<file path="src/rtl/credential_enroller.sv">
`default_nettype none
// ============================================================================
// Module   : credential_enroller (with length_finder and hasher helpers)
// Purpose  : Writable 8-entry credential table {valid, user, hash} with
//            enroll / delete / clear requests and a combinational lookup
//            port matching the fixed CAM+ROM contract used by the verifier.
// Revision : 1.0 - initial release
// ============================================================================

// ----------------------------------------------------------------------------
// length_finder: length of a zero-padded 8-char string = index of the highest
// non-zero byte plus one (byte 0 holds the last character).
// ----------------------------------------------------------------------------
module length_finder (
    input  logic [63:0] str,
    output logic [3:0]  len
);
    // Highest non-zero byte wins because later iterations overwrite.
    always_comb begin
        len = 4'd0;
        for (int i = 0; i < 8; i++) begin
            if (str[8*i +: 8] != 8'h00) len = 4'(i + 1);
        end
    end
endmodule

// ----------------------------------------------------------------------------
// hasher: FNV-1a over the first len bytes (byte 0 first), length folded in.
// ----------------------------------------------------------------------------
module hasher (
    input  logic [63:0] data,
    input  logic [3:0]  len,
    output logic [31:0] hash
);
    localparam logic [31:0] c_offset = 32'h811C9DC5;
    localparam logic [31:0] c_prime  = 32'h01000193;

    logic [31:0] w_h;

    // Unrolled FNV-1a; bytes beyond the string length are skipped.
    always_comb begin
        w_h = c_offset;
        for (int i = 0; i < 8; i++) begin
            if (4'(i) < len) w_h = (w_h ^ {24'h0, data[8*i +: 8]}) * c_prime;
        end
        hash = w_h ^ {28'h0, len};
    end
endmodule

// ----------------------------------------------------------------------------
// credential_enroller: top level
// ----------------------------------------------------------------------------
module credential_enroller #(
    parameter int DEPTH  = 8,
    parameter int HASH_W = 32
) (
    input  logic              clk,
    input  logic              reset_n,
    input  logic              req_valid,
    output logic              req_ready,
    input  logic [1:0]        req_op,
    input  logic [63:0]       req_user,
    input  logic [63:0]       req_pass,
    output logic              resp_valid,
    output logic [1:0]        resp_status,
    output logic [2:0]        resp_addr,
    input  logic [63:0]       lk_user,
    output logic              lk_hit,
    output logic [2:0]        lk_addr,
    output logic [HASH_W-1:0] lk_hash,
    output logic [3:0]        entry_count
);
    localparam logic [1:0] c_op_enroll = 2'b00;
    localparam logic [1:0] c_op_delete = 2'b01;
    localparam logic [1:0] c_op_clear  = 2'b10;

    typedef enum logic [2:0] {
        S_IDLE   = 3'd0,
        S_HASH   = 3'd1,
        S_SCAN   = 3'd2,
        S_COMMIT = 3'd3,
        S_RESP   = 3'd4
    } state_t;

    state_t             r_state;
    logic [1:0]         r_op;
    logic [63:0]        r_user;
    logic [63:0]        r_pass;
    logic [HASH_W-1:0]  r_hash;
    logic [2:0]         r_idx;
    logic               r_match_found;
    logic [2:0]         r_match_idx;
    logic               r_free_found;
    logic [2:0]         r_free_idx;

    logic [DEPTH-1:0]   r_valid;
    logic [63:0]        r_tbl_user [DEPTH];
    logic [HASH_W-1:0]  r_tbl_hash [DEPTH];

    logic [3:0]         w_user_len;
    logic [3:0]         w_pass_len;
    logic [HASH_W-1:0]  w_hash;
    logic               w_bad;
    logic               w_wr_upd;
    logic               w_wr_new;
    logic               w_del;
    logic               w_clr;

    length_finder u_user_len (.str(r_user), .len(w_user_len));
    length_finder u_pass_len (.str(r_pass), .len(w_pass_len));
    hasher        u_hasher   (.data(r_pass), .len(w_pass_len), .hash(w_hash));

    // Input validation and table-write decode for the COMMIT cycle.
    always_comb begin
        w_bad    = (r_op == 2'b11) ||
                   ((r_op == c_op_enroll) && ((w_user_len == 4'd0) || (w_pass_len == 4'd0))) ||
                   ((r_op == c_op_delete) && (w_user_len == 4'd0));
        w_wr_upd = (r_state == S_COMMIT) && (r_op == c_op_enroll) && r_match_found;
        w_wr_new = (r_state == S_COMMIT) && (r_op == c_op_enroll) && !r_match_found && r_free_found;
        w_del    = (r_state == S_COMMIT) && (r_op == c_op_delete) && r_match_found;
        w_clr    = (r_state == S_COMMIT) && (r_op == c_op_clear);
    end

    // Request FSM, scan bookkeeping, valid bits, count and response outputs.
    always_ff @(posedge clk or negedge reset_n) begin
        if (!reset_n) begin
            r_state       <= S_IDLE;
            req_ready     <= 1'b1;
            resp_valid    <= 1'b0;
            resp_status   <= 2'd0;
            resp_addr     <= 3'd0;
            entry_count   <= 4'd0;
            r_valid       <= '0;
            r_op          <= 2'd0;
            r_user        <= 64'd0;
            r_pass        <= 64'd0;
            r_hash        <= '0;
            r_idx         <= 3'd0;
            r_match_found <= 1'b0;
            r_match_idx   <= 3'd0;
            r_free_found  <= 1'b0;
            r_free_idx    <= 3'd0;
        end else begin
            case (r_state)
                S_IDLE: begin
                    if (req_valid) begin
                        r_op      <= req_op;
                        r_user    <= req_user;
                        r_pass    <= req_pass;
                        req_ready <= 1'b0;
                        r_state   <= (req_op == c_op_clear) ? S_COMMIT : S_HASH;
                    end
                end
                S_HASH: begin
                    r_hash        <= w_hash;
                    r_idx         <= 3'd0;
                    r_match_found <= 1'b0;
                    r_match_idx   <= 3'd0;
                    r_free_found  <= 1'b0;
                    r_free_idx    <= 3'd0;
                    if (w_bad) begin
                        resp_valid  <= 1'b1;
                        resp_status <= 2'd3;
                        resp_addr   <= 3'd0;
                        r_state     <= S_RESP;
                    end else begin
                        r_state <= S_SCAN;
                    end
                end
                S_SCAN: begin
                    // Lowest index wins for both the match and the free slot.
                    if (r_valid[r_idx] && (r_tbl_user[r_idx] == r_user) && !r_match_found) begin
                        r_match_found <= 1'b1;
                        r_match_idx   <= r_idx;
                    end
                    if (!r_valid[r_idx] && !r_free_found) begin
                        r_free_found <= 1'b1;
                        r_free_idx   <= r_idx;
                    end
                    if (r_idx == 3'd7) r_state <= S_COMMIT;
                    else               r_idx   <= r_idx + 3'd1;
                end
                S_COMMIT: begin
                    resp_valid <= 1'b1;
                    r_state    <= S_RESP;
                    if (w_clr) begin
                        r_valid     <= '0;
                        entry_count <= 4'd0;
                        resp_status <= 2'd0;
                        resp_addr   <= 3'd0;
                    end else if (w_wr_upd) begin
                        resp_status <= 2'd1;
                        resp_addr   <= r_match_idx;
                    end else if (w_wr_new) begin
                        r_valid[r_free_idx] <= 1'b1;
                        entry_count         <= entry_count + 4'd1;
                        resp_status         <= 2'd0;
                        resp_addr           <= r_free_idx;
                    end else if (w_del) begin
                        r_valid[r_match_idx] <= 1'b0;
                        entry_count          <= entry_count - 4'd1;
                        resp_status          <= 2'd0;
                        resp_addr            <= r_match_idx;
                    end else begin
                        // Enroll into a full table, or delete of an unknown user.
                        resp_status <= 2'd2;
                        resp_addr   <= 3'd0;
                    end
                end
                S_RESP: begin
                    resp_valid <= 1'b0;
                    req_ready  <= 1'b1;
                    r_state    <= S_IDLE;
                end
                default: begin
                    resp_valid <= 1'b0;
                    req_ready  <= 1'b1;
                    r_state    <= S_IDLE;
                end
            endcase
        end
    end

    // Table payload; only meaningful where the matching valid bit is set.
    always_ff @(posedge clk) begin
        if (w_wr_new) begin
            r_tbl_user[r_free_idx] <= r_user;
            r_tbl_hash[r_free_idx] <= r_hash;
        end else if (w_wr_upd) begin
            r_tbl_hash[r_match_idx] <= r_hash;
        end
    end

    // Combinational lookup; descending loop makes the lowest matching slot win.
    always_comb begin
        lk_hit  = 1'b0;
        lk_addr = 3'd0;
        lk_hash = '0;
        for (int i = DEPTH - 1; i >= 0; i--) begin
            if (r_valid[i] && (r_tbl_user[i] == lk_user)) begin
                lk_hit  = 1'b1;
                lk_addr = 3'(i);
                lk_hash = r_tbl_hash[i];
            end
        end
    end
endmodule
`default_nettype wire

</file>
<file path="config.mk">
export PLATFORM = sky130hd
export DESIGN_NAME = credential_enroller
export DESIGN_NICKNAME = d
export VERILOG_FILES = /design/src/rtl/credential_enroller.sv
export SDC_FILE = /design/constraint.sdc
export NUM_CORES = 2
export LEC_CHECK = 0
export ABC_AREA = 1
export CORE_MARGIN = 5
export CORE_UTILIZATION = 40
export CTS_CLUSTER_DIAMETER = 30
export CTS_CLUSTER_SIZE = 30
export DETAILED_ROUTE_END_ITERATION = 8
export SYNTH_ARGS = -nofsm -noshare
export SYNTH_HDL_FRONTEND = slang
export SYNTH_SLANG_ARGS = --single-unit
</file>
<file path="constraint.sdc">
create_clock -name clk -period 66.8 [get_ports clk]
set_clock_uncertainty 0.15 [all_clocks]
set_input_delay 10.02 -clock clk [delete_from_list [all_inputs] [get_ports clk]]
set_output_delay 10.02 -clock clk [all_outputs]
set_load 0.1 [all_outputs]
</file>
==> impl_metrics.toml <==
[floorplanning]
io_pins = 244
chipHeight_um = 483
die_w_um = 483
dieArea_um2 = 233000
start_util_pct = 40.2
num_rows = 173
core-area_um2 = 222000

[timing]
finalHoldViolCount = 0
finalCritPeriodShare_pct = 50.0
worstMarginPinSlew_ps = 1400
maxSlewHeadroom_pct = 5.93
period_needed_ps = 33420
max_freq_mhz = 29.9
slew_viol_final = 0
setup_tns_ps = 0
setup_viol = 0
grt_setup_unrepaired = "no"

[setup_path]
critical_path_class = "flip-flop to flip-flop"
reg2regPathDepth = 160
r2r-end = "r_hash[31]"
crit_required_ps = 67380
critPathMaxFanout = 7
slowest_delay_ps = 550
r2r-start = "r_pass[0]"
cpMostUsedCell = "inv_1"
reg2reg_slack_ps = 33380
arrival_ps = 34010
end_kind = "flip-flop"
crit_path_start_kind = "flip-flop"
slowest_stage = "fa_1"

[layout]
nets = 12300
fill_cells = 21100
drive_gt1_share_pct = 7.68
final_common_cell = "inv_1"
synthToLayoutAreaGrowth_pct = 17.8
mostFrequentLayoutCells = "inv_1 (1,955), ha_1 (1,384), nand2_1 (1,243)"

[hold_path]
min_from = "r_valid[0]"
hold-path-cell-count = 2
min_path_type = "flip-flop to flip-flop"
whs_endpoint = "r_valid[0]"

[clock_tree]
cts_buffers = 277
cts.sinks = 963
ctsLongestPathBuffers = 4
htree_levels = 5
post_cts_buffers = 0
clkLatencyLatePin_ps = 940
clkTransAtPathRegs_ps = 40
post_cts_resized = 0
cts_tree = "done"
hold_buffers = 0
ctsRootBufferMaster = "clkbuf_16"

[yosys]
async_reset_ff_share_pct = 20.2
synth-edff-count = 768
ys.flop_type = "edfxtp_1"
ys_types = 62
syn_area_um2 = 89400
synth.avg_cell_area_um2 = 9.15
netlist_instances = 9768
yosysSeqAreaShare_pct = 31.3
yosysWarnings = 0
ys_seq_elements = 963

[grt]
antenna_found_initial = 18
grt_max_degree = 147
grt_first_pass_wirelength_um = 548000
grt_usage_pct = 32.7
gr-total-overflow = 0
grt_pass1_vias = 76500

[placed_design]
portBuffers = 243
dp_hpwl_um = 304000
place.gp.congestion = 1.08

[job]
max_cap_violations = 0

[drt]
vias = 76600
remaining_drc_errors = 0
routed_wl_um = 388000
wire_per_inst_um = 29.0
drt_first_pass_iters = 6
routed_via_density = 5.72
ant_nets = 0
first_iter_violations = 8459

[run_status]
status = "finished, final reports clean"
-- worst max-delay path, delay by kind of cell (launching register included) --
| family | cells | cell delay [ps] |
|---|---|---|
| adders and majority gates | 54 | 20040 |
| AOI/OAI and AO/OA | 20 | 4250 |
| buffers and inverters | 49 | 3570 |
| and+or+nand+nor | 30 | 3460 |
| xor gates and xnor gates | 7 | 1330 |
| DFF | 1 | 510 |
-- layout make-up --
cell class,instances,area [µm²],area share (%)
clock inverters,132,1530,1.45
inverters,1974,7410,7.04
repair buffers,444,3980,3.78
clock buffers,342,7460,7.08
multi-input cells,6551,53300,50.6
flip-flops and latches,963,28000,26.5
diodes,11,27.5,0.0261
well taps,2975,3720,3.53
-- per-layer routing --
metal	track usage, %	wire length, µm	part of all wire, %	vias up
li1	-	-	-	33900
met1	41.7	154000	40	37700
met2	51.2	171000	44	4040
met3	6.54	33800	8.7	1046
met4	20.1	29500	7.6	6
met5	0	65	0.017	-
-- registers in the layout, summed over array words and instances, names as in the netlist, 2 cells and up --
register and flops:
r_valid 8, r_pass 64, r_match_idx 3, r_hash 32, r_tbl_hash 256, entry_count 4, r_user 64, r_op 2
resp_addr 3, r_tbl_user 512, resp_status 2, r_free_idx 3, r_idx 3, r_state 3
-- worst max-delay path by stage --
stage / start / end / slack [ps]
2_1_floorplan: r_pass[0] / r_hash[31] / 37660
3_3_place_gp: r_pass[0] / r_hash[31] / 33320
3_5_place_dp: r_pass[0] / r_hash[31] / 33470
4_1_cts: r_pass[0] / r_hash[31] / 33360
5_1_grt: r_pass[0] / r_hash[31] / 31450
6_report: r_pass[0] / r_hash[31] / 33380
-- logic make-up after synthesis --
kind of cell               synth area share [%]
and+or+nand+nor                            11.6
buffers and inverters                      9.48
adders and majority gates                  31.1
AOI/OAI and AO/OA                          11.2
DFF                                        31.3
xor gates and xnor gates                   4.33
muxes                                      1.09
other                                   0.00419
-- synth_stat cells, drive strengths merged (42+ instances only) --
| cell | number | area [µm²] |
|---|---|---|
| buf | 42 | 159 |
| fa | 525 | 10500 |
| clkbuf | 242 | 908 |
| xnor2 | 156 | 1370 |
| ha | 1384 | 17300 |
| a21oi | 442 | 2210 |
| nand4 | 127 | 795 |
| mux2 | 84 | 946 |
| o211ai | 88 | 661 |
| edfxtp | 768 | 23100 |
| nor4 | 120 | 751 |
| o22ai | 201 | 1260 |
| inv | 1959 | 7350 |
| nand2 | 1246 | 4690 |
| xor2 | 280 | 2500 |
| dfrtp | 194 | 4850 |
| o21ai | 740 | 3700 |
| nor2 | 424 | 1630 |
| nand3 | 349 | 1760 |
-- stage by stage --
step	instance area (µm²)	hold WS [ps]	worst slack (ps)	util, %	cells
global placement	96300	336	33320	43.3	12900
floorplan	89400	317	37660	-	9772
detailed placement	96300	338	33470	43.3	12900
global route	105000	395	31450	47.4	13400
finish	105000	359	33380	47.4	13400
CTS	105000	348	33360	47.4	13400
Power is left out: the tool's default activity adds up to more than one toggle a clock period on the data nets, which glitch-free logic cannot reach.
